## src/rtl/irq_sequencer_n.sv

```systemverilog
// Interrupt sequencer for the 6502-style core: arbitrates sources plus BRK at instruction
// boundaries, fetches the vector and stacks PC/P, or unwinds an RTI, or passes registers through.
module irq_sequencer_n #(
    parameter int unsigned          NUM_SRC     = 4,
    parameter logic [15:0]          VEC_BASE    = 16'hFFF8,
    parameter logic [NUM_SRC-1:0]   EDGE_MASK   = 4'b0011,
    parameter logic [NUM_SRC-1:0]   MASKABLE    = 4'b1000,
    parameter logic [NUM_SRC-1:0]   NOPUSH_MASK = 4'b0010,
    parameter int unsigned          BRK_SRC     = 3
) (
    input  logic               clk,
    input  logic               rst,
    input  logic               halt,
    input  logic               start,
    input  logic               is_rti,
    input  logic               brk,
    input  logic [NUM_SRC-1:0] src_in,
    input  logic [15:0]        pc_in,
    input  logic [7:0]         status_in,
    input  logic [7:0]         sp_in,
    output logic               done,
    output logic               busy,
    output logic [15:0]        pc_out,
    output logic [7:0]         status_out,
    output logic [7:0]         sp_out,
    output logic [15:0]        mem_addr,
    output logic [7:0]         mem_wdata,
    output logic               mem_we,
    input  logic [7:0]         mem_rdata,
    output logic [NUM_SRC-1:0] pending,
    output logic [NUM_SRC-1:0] in_service
);

    localparam int unsigned IW = (NUM_SRC > 1) ? $clog2(NUM_SRC) : 1;

    typedef enum logic [3:0] {
        StIdle, StVecLo, StVecHi, StPushH, StPushL, StPushP,
        StPopP, StPopL, StPopH, StFin, StDone
    } state_e;

    state_e             state_q;
    logic [NUM_SRC-1:0] src_prev_q, edge_pend_q, win_q;
    logic               brk_q, nopush_q, mem_we_q;
    logic [7:0]         vec_lo_q, vec_hi_q, pop_p_q, pop_l_q;

    logic [NUM_SRC-1:0] rise, isr_low, allowed, masked, brk_req, req, win_oh, clr;
    logic [IW-1:0]      win_idx;
    logic [15:0]        vec_addr;

    assign rise    = src_in & ~src_prev_q;
    assign pending = (edge_pend_q & EDGE_MASK) | (src_in & ~EDGE_MASK);
    assign isr_low = in_service & (~in_service + NUM_SRC'(1));
    // Only sources strictly above the highest-priority one in service may nest.
    assign allowed = (in_service == '0) ? '1 : (isr_low - NUM_SRC'(1));
    assign masked  = MASKABLE & {NUM_SRC{status_in[2]}};
    assign brk_req = brk ? (NUM_SRC'(1) << BRK_SRC) : '0;
    assign req     = (pending & ~masked & allowed) | brk_req;
    assign win_oh  = req & (~req + NUM_SRC'(1));
    assign clr     = (state_q == StVecHi) ? win_q : '0;

    always_comb begin
        win_idx = '0;
        for (int i = NUM_SRC - 1; i >= 0; i--) begin
            if (req[i]) win_idx = IW'(i);
        end
    end

    assign vec_addr = VEC_BASE + 16'({win_idx, 1'b0});
    assign busy     = (state_q != StIdle);
    assign mem_we   = mem_we_q & ~halt;

    // Edge latches; a new rising edge wins over the clear from the entry's VEC_HI cycle.
    always_ff @(posedge clk) begin
        if (rst) begin
            src_prev_q  <= '0;
            edge_pend_q <= '0;
        end else if (!halt) begin
            src_prev_q  <= src_in;
            edge_pend_q <= ((edge_pend_q & ~clr) | rise) & EDGE_MASK;
        end
    end

    always_ff @(posedge clk) begin
        if (rst) begin
            state_q    <= StIdle;
            done       <= 1'b0;
            pc_out     <= '0;
            status_out <= '0;
            sp_out     <= '0;
            mem_addr   <= '0;
            mem_wdata  <= '0;
            mem_we_q   <= 1'b0;
            in_service <= '0;
            win_q      <= '0;
            brk_q      <= 1'b0;
            nopush_q   <= 1'b0;
            vec_lo_q   <= '0;
            vec_hi_q   <= '0;
            pop_p_q    <= '0;
            pop_l_q    <= '0;
        end else if (!halt) begin
            done     <= 1'b0;
            mem_we_q <= 1'b0;
            case (state_q)
                StIdle: begin
                    if (start) begin
                        if (is_rti) begin
                            mem_addr <= {8'h01, sp_in + 8'd1};
                            state_q  <= StPopP;
                        end else if (req != '0) begin
                            win_q    <= win_oh;
                            brk_q    <= brk;
                            nopush_q <= |(win_oh & NOPUSH_MASK);
                            mem_addr <= vec_addr;
                            state_q  <= StVecLo;
                        end else begin
                            pc_out     <= pc_in;
                            status_out <= status_in;
                            sp_out     <= sp_in;
                            done       <= 1'b1;
                            state_q    <= StDone;
                        end
                    end
                end
                StVecLo: begin
                    mem_addr <= mem_addr + 16'd1;
                    state_q  <= StVecHi;
                end
                StVecHi: begin
                    vec_lo_q  <= mem_rdata;
                    mem_addr  <= {8'h01, sp_in};
                    mem_wdata <= pc_in[15:8];
                    mem_we_q  <= ~nopush_q;
                    state_q   <= StPushH;
                end
                StPushH: begin
                    vec_hi_q  <= mem_rdata;
                    mem_addr  <= {8'h01, sp_in - 8'd1};
                    mem_wdata <= pc_in[7:0];
                    mem_we_q  <= ~nopush_q;
                    state_q   <= StPushL;
                end
                StPushL: begin
                    mem_addr  <= {8'h01, sp_in - 8'd2};
                    mem_wdata <= (status_in & 8'hEF) | 8'h20 | (brk_q ? 8'h10 : 8'h00);
                    mem_we_q  <= ~nopush_q;
                    state_q   <= StPushP;
                end
                StPushP: begin
                    pc_out     <= {vec_hi_q, vec_lo_q};
                    status_out <= (status_in | 8'h04) & 8'hCF;
                    sp_out     <= sp_in - 8'd3;
                    in_service <= in_service | win_q;
                    done       <= 1'b1;
                    state_q    <= StDone;
                end
                StPopP: begin
                    mem_addr <= {8'h01, sp_in + 8'd2};
                    state_q  <= StPopL;
                end
                StPopL: begin
                    pop_p_q  <= mem_rdata;
                    mem_addr <= {8'h01, sp_in + 8'd3};
                    state_q  <= StPopH;
                end
                StPopH: begin
                    pop_l_q <= mem_rdata;
                    state_q <= StFin;
                end
                StFin: begin
                    pc_out     <= {mem_rdata, pop_l_q};
                    status_out <= pop_p_q & 8'hCF;
                    sp_out     <= sp_in + 8'd3;
                    in_service <= in_service & ~isr_low;
                    done       <= 1'b1;
                    state_q    <= StDone;
                end
                StDone: state_q <= StIdle;
                default: begin
                    state_q    <= StIdle;
                    pc_out     <= '0;
                    status_out <= '0;
                    sp_out     <= '0;
                    mem_addr   <= '0;
                    mem_wdata  <= '0;
                    in_service <= '0;
                end
            endcase
        end
    end

endmodule

```

## config.mk

```make
export PLATFORM = sky130hd
export DESIGN_NAME = irq_sequencer_n
export DESIGN_NICKNAME = d
export VERILOG_FILES = /design/src/rtl/irq_sequencer_n.sv
export SDC_FILE = /design/constraint.sdc
export NUM_CORES = 1
export LEC_CHECK = 0
export CAP_MARGIN = 20
export CORE_MARGIN = 10
export CORE_UTILIZATION = 54
export CTS_BUF_LIST = sky130_fd_sc_hd__clkbuf_4
export DETAILED_ROUTE_END_ITERATION = 16
export GPL_ROUTABILITY_DRIVEN = 0
export GPL_TIMING_DRIVEN = 0
export PLACE_DENSITY_LB_ADDON = 0.1
export SLEW_MARGIN = 20
export SYNTH_ARGS = -nofsm -noshare
export SYNTH_HDL_FRONTEND = slang
export SYNTH_SLANG_ARGS = --single-unit
```

## constraint.sdc

```tcl
create_clock -name clk -period 3.6 [get_ports clk]
set_input_delay 0.36 -clock clk [delete_from_list [all_inputs] [get_ports clk]]
set_output_delay 0.36 -clock clk [all_outputs]
set_load 0.05 [all_outputs]
```

### After elaboration in Yosys (flattened, before gate mapping)

Index checks and enable logic that the tools add are counted.
W data, S select, Z words.

| cells by class | value |
|---|---|
| $add $sub $neg | 11 |
| equal/unequal tests | 14 |
| mux-type cells | 35 |
| bitwise logic cells | 26 |
| reduce and logical (&&, ||, !) cells | 20 |

Operators by type and width:

| kind | number |
|---|---|
| $pmux W16 S8 | 1 |
| $mux W16 | 6 |
| $pmux W8 S4 | 3 |
| $pmux W16 S4 | 1 |
| $mux W8 | 6 |
| $pmux W4 S9 | 1 |
| $and A4 B4 Y4 | 5 |
| $mux W4 | 5 |
| $add A16 B1 Y16 const B | 1 |
| $add A8 B2 Y8 const B | 2 |
| $eq A4 B3 Y1 const B | 4 |
| $not A4 Y4 | 4 |
| $reduce_or A8 Y1 | 2 |
| $sub A8 B2 Y8 const B | 2 |
| $reduce_and A2 Y1 | 7 |
| $eq A4 B4 Y1 const B | 3 |
| $pmux W4 S3 | 1 |
| $mux W2 | 5 |
| $reduce_and A5 Y1 | 2 |
| $reduce_or A9 Y1 | 1 |
| $add A4 B1 Y4 const B | 2 |
| $add A8 B1 Y8 const B | 1 |
| $eq A4 B2 Y1 const B | 2 |
| $logic_not A4 Y1 | 2 |
| 22 further kinds | 37 |

| word-level totals | value |
|---|---|
| register bits after elaboration | 108 |
| input port bits | 50 |
| logic and storage cells | 124 |

### Longest topological paths before layout

| depth | value |
|---|---|
| depth after elaboration | 16 |
| depth in mapped cells | 10 |
| mapped depth without buffers | 9 |

### Worst setup path before layout

OpenSTA, ideal clock, no wires.

| path | value |
|---|---|
| kind | register to register |
| start point | register state_q[1] |
| end point | register mem_addr[5] |
| setup time | 0.123 ns |
| arrival | 2.390 ns |
| required time | 3.477 ns |
| path slack | 1.087 ns |
| stages on the path, launching flop included | 11 |
| path buffers | 2 |
| clock period less this slack | 2.513 ns |
| cells stage by stage | dfxtp_1 buf_2 buf_2 nand3b_1 fa_1 a21o_1 a21oi_1 xor2_1 o221ai_1 a311oi_1 o2bb2ai_1 |

| between the ends | value |
|---|---|
| cells in the longest elaborated chain, start to end | 4 |

RTL lines:

| what | RTL line | RTL |
|---|---|---|
| start: declaration | 41 | `state_e state_q;` |
| start signal: assignment | 85 | `state_q <= StIdle;` |
| start signal: assignment | 109 | `state_q <= StPopP;` |
| start signal: assignment | 115 | `state_q <= StVecLo;` |
| parallel branches: the longest is 4 deep, another holds $pmux W16 S8 | -- |  |
| end signal: assignment | 108 | `mem_addr <= {8'h01, sp_in + 8'd1};` |
| end signal: assignment | 114 | `mem_addr <= vec_addr;` |
| end signal: assignment | 126 | `mem_addr <= mem_addr + 16'd1;` |
| end: declaration | 26 | `output logic [15:0] mem_addr,` |

Several ways; the timed one is not identified.
A chain may end at the register's enable or synchronous reset.

### Worst setup path in the final report

| path | value |
|---|---|
| start point | register state_q[2] |
| end point | output port busy |

| between the ends | value |
|---|---|
| cells in the longest elaborated chain, start to end | 1 |

RTL lines:

| what | RTL line | RTL |
|---|---|---|
| $reduce_bool A4 Y1 | 69 | `assign busy = (state_q != StIdle);` |
| end: declaration | 22 | `output logic busy,` |

No other way between the ends.

==> results.py <==
metrics = {
    "setup_path": {
        "reg2regPathDepth": 10,
        "worstPathRequired_ns": 3.24,
        "rr_endpoint": "mem_addr[5]",
        "criticalPathCategory": "reg -> out",
        "cp_capture_type": "primary output",
        "start_kind": "flip-flop",
        "arrival_ns": 3.07,
        "ff_to_ff_setup_slack_ns": 0.38,
        "path_max_fanout": 10,
        "regToRegStartpoint": "state_q[1]",
    },
    "timing": {
        "setup_viol_count_final": 0,
        "timing.slew.headroom": 0.272,
        "maxClockFrequency_ghz": 0.291,
        "final_hold_viol_count": 0,
        "fin_setup_tns_ns": 0,
        "worst_pin_slew_ns": 1.08,
        "rsz0062_at_grt": "no",
        "final_count_of_pins_violating_max_slew": 0,
        "finalCritPeriodShare": 0.954,
        "fin_crit_ns": 3.43,
        "worst_clock_skew_ns": 0.0227,
    },
    "synth": {
        "synth_enable_flop_cells": 0,
        "ys.warnings.count": 0,
        "synth.avg_cell_area_um2": 7.98,
        "synth_cells": 736,
        "ys_ff_latch": 105,
        "synth.net_count": 795,
        "synth_ff_type": "sky130_fd_sc_hd__dfxtp_1",
        "mappedNetlistArea_um2": 5870,
        "seq_area_frac_synth": 0.358,
        "synth.lib_cells_used.distinct": 69,
        "fraction_of_registers_with_async_set_reset": 0,
    },
    "min_path": {
        "hold_depth": 3,
        "hold_path_startpoint": "sp_in[7]",
        "min_delay_worst_endpoint": "sp_out[7]",
        "min-delay-path-class": "in -> reg",
    },
    "drt": {
        "antenna_violating_nets_post_route": 0,
        "post_drt_via_cell_ratio": 6.59,
        "firstDrtPassIters": 9,
        "drtIter0Drc": 1068,
        "routedWlPerCell_um": 21.2,
        "vias": 6625,
        "route.final.wire_length_um": 21300,
        "drc": 0,
    },
    "power_and_ir_drop": {
        "worst_vdd_ir_v": 0.000236,
        "power.leakage_nw": 2.41,
        "design_power_total_mw": 3.10,
        "power_density_nw_per_um2": 423,
    },
    "cts": {
        "h-tree-depth": 3,
        "insertion_delay_ns": 0.49,
        "max-clock-path-buffers": 2,
        "clk_transition_reported_paths_ns": 0.16,
        "clock_buffers_created_by_tritoncts": 9,
        "cts.hold.buffers_added": 0,
        "cts_sinks": 105,
        "cts_root_buf": "sky130_fd_sc_hd__clkbuf_4",
        "cts_setup_buffers": 0,
        "tritoncts": "built",
    },
    "placement": {
        "post-dp-hpwl_um": 15900,
        "buffer_ports.inserted": 114,
        "dp.cells": 990,
    },
    "layout": {
        "drive_above_1_share": 0.0577,
        "flow.area_growth_from_synthesis_pct": 24.9,
        "insertedDiodeCount": 0,
        "final_nets": 920,
        "fin_cells": 1006,
    },
    "outcome": {
        "outcome": "complete, no violations",
    },
    "floorplanning": {
        "start_util": 0.546,
        "die_w_um": 124,
        "ioPinCount": 117,
        "fp.dieH_um": 124,
        "fp.coreArea_um2": 10700,
        "rows": 38,
        "fp.dieArea_um2": 15400,
    },
    "global_route": {
        "first_pass_grt_wire_length_um": 33800,
        "vias_in_the_first_global_route": 6343,
        "antenna_found_initial": 0,
        "gr-total-overflow": 0,
        "total_grt_usage": 0.260,
        "maximum_number_of_pins_on_one_net_before_global_route_repair": 21,
    },
    "flow_run": {
        "timing.max_cap.violations": 0,
    },
}
synth_stat cells, types with 8 or more instances:
| cell | number | area, um^2 |
|---|---|---|
| sky130_fd_sc_hd__nor2_1 | 98 | 368 |
| sky130_fd_sc_hd__a21oi_1 | 58 | 290 |
| sky130_fd_sc_hd__a221oi_1 | 11 | 96.3 |
| sky130_fd_sc_hd__a222oi_1 | 23 | 230 |
| sky130_fd_sc_hd__xor2_1 | 11 | 96.3 |
| sky130_fd_sc_hd__dfxtp_1 | 105 | 2100 |
| sky130_fd_sc_hd__ha_1 | 8 | 100 |
| sky130_fd_sc_hd__a211oi_1 | 33 | 248 |
| sky130_fd_sc_hd__clkbuf_1 | 43 | 161 |
| sky130_fd_sc_hd__nor2b_1 | 9 | 56.3 |
| sky130_fd_sc_hd__inv_1 | 8 | 30.0 |
| sky130_fd_sc_hd__buf_2 | 12 | 60.1 |
| sky130_fd_sc_hd__nor3_1 | 25 | 125 |
| sky130_fd_sc_hd__nand2_1 | 68 | 255 |
| sky130_fd_sc_hd__nand3_1 | 17 | 85.1 |
| sky130_fd_sc_hd__o21ai_0 | 40 | 200 |
| sky130_fd_sc_hd__xnor2_1 | 8 | 70.1 |
| sky130_fd_sc_hd__mux2i_1 | 24 | 240 |
metrics by stage:
stage          setup WS, ns  hold slack (ns)  cell area, um^2   util
5_1_grt              0.0456            0.414             7330  0.682
3_3_place_gp          0.468            0.442             7190  0.669
2_1_floorplan          1.09            0.436             5870      -
6_report              0.167            0.401             7330  0.682
3_5_place_dp          0.451            0.450             7190  0.669
4_1_cts               0.201            0.388             7330  0.682
worst max-delay path, cell delays in order (launching register included):
cell	delay [ns]
sky130_fd_sc_hd__dfxtp_1	0.46
sky130_fd_sc_hd__or2_2	0.15
sky130_fd_sc_hd__clkbuf_1	0.36
sky130_fd_sc_hd__nor3_4	0.12
sky130_fd_sc_hd__inv_1	0.13
sky130_fd_sc_hd__clkbuf_1	0.47
sky130_fd_sc_hd__clkdlybuf4s50_1	0.92
report_power, final:
group          internal, mW  switching, mW
Combinational         0.407          0.776
Sequential             1.24         0.0646
Clock                 0.163          0.451
routing by layer:
layer / vias up / share of wire / GRT usage / wire (um)
li1: 3005 / - / - / -
met1: 3062 / 0.39 / 0.339 / 8280
met2: 491 / 0.45 / 0.404 / 9500
met3: 67 / 0.14 / 0.0668 / 2900
met4: 0 / 0.029 / 0.0925 / 608
met5: - / 0 / 0 / 0
timing repair:
item,4_1_cts,5_1_grt
setup endpoints to repair,0,1
hold endpoints to repair,0,0
resized for setup,0,1
placed cells by master, fill, tap and decap left out, types with 4 or more instances in the layout:
master                            count
sky130_fd_sc_hd__a211oi_1            33
sky130_fd_sc_hd__a21oi_1             58
sky130_fd_sc_hd__a221oi_1            11
sky130_fd_sc_hd__a222oi_1            23
sky130_fd_sc_hd__a31oi_1              7
sky130_fd_sc_hd__a32o_1               4
sky130_fd_sc_hd__and2_1               5
sky130_fd_sc_hd__and3_1               5
sky130_fd_sc_hd__buf_1                4
sky130_fd_sc_hd__buf_2               12
sky130_fd_sc_hd__clkbuf_1            43
sky130_fd_sc_hd__clkbuf_4             9
sky130_fd_sc_hd__clkdlybuf4s50_1    114
sky130_fd_sc_hd__dfxtp_1            105
sky130_fd_sc_hd__ha_1                 8
sky130_fd_sc_hd__inv_1                8
sky130_fd_sc_hd__mux2i_1             24
sky130_fd_sc_hd__nand2_1             68
sky130_fd_sc_hd__nand2b_1             6
sky130_fd_sc_hd__nand3_1             17
sky130_fd_sc_hd__nand3b_1             4
sky130_fd_sc_hd__nand4_1              6
sky130_fd_sc_hd__nor2_1              98
sky130_fd_sc_hd__nor2b_1              9
sky130_fd_sc_hd__nor3_1              25
sky130_fd_sc_hd__nor4_1               6
sky130_fd_sc_hd__o211ai_1             7
sky130_fd_sc_hd__o21ai_0             40
sky130_fd_sc_hd__o22ai_1              5
sky130_fd_sc_hd__o2bb2ai_1            5
sky130_fd_sc_hd__or3_1                5
sky130_fd_sc_hd__xnor2_1              8
sky130_fd_sc_hd__xor2_1              11
state kept, by name, indices dropped and copies added, names as in the netlist:
register,flops
vec_hi_q,8
edge_pend_q,2
pc_out,16
status_out,8
mem_wdata,8
sp_out,8
mem_addr,16
state_q,4
done,1
win_q,4
in_service,4
pop_l_q,8
src_prev_q,2
brk_q,1
pop_p_q,6
mem_we_q,1
vec_lo_q,8
cell families (layout without fill, tap and decap cells):
kind of cell	after synthesis	count (layout)	synth area share
AO/OA/AOI/OAI	231	231	0.273
flip-flops	105	105	0.358
buffers and inverters	73	203	0.0543
XOR/XNOR	19	19	0.0283
AND/OR/NAND/NOR	275	275	0.225
adder cells (fa/ha/maj)	9	9	0.0205
multiplexers	24	24	0.0409
how the worst max path moves through the flow:
stage                     from  slack (ns)           to
floorplan           state_q[1]        1.09  mem_addr[5]
global placement          halt        0.47       mem_we
detailed placement    sp_in[1]        0.45  mem_addr[6]
CTS                 state_q[2]        0.20         busy
global route        state_q[2]        0.05         busy
finish              state_q[2]        0.17         busy
layout make-up:
cell class | count | area [um^2]
buffer | 64 | 285
clock buffer | 9 | 67.6
clock inverter | 7 | 70.1
fill | 964 | 3410
inverter | 9 | 33.8
multi-input combinational | 558 | 3460
sequential | 105 | 2100
tap | 140 | 175
timing repair buffer | 114 | 1140
No activity file was read; power rests on OpenSTA's default activity.
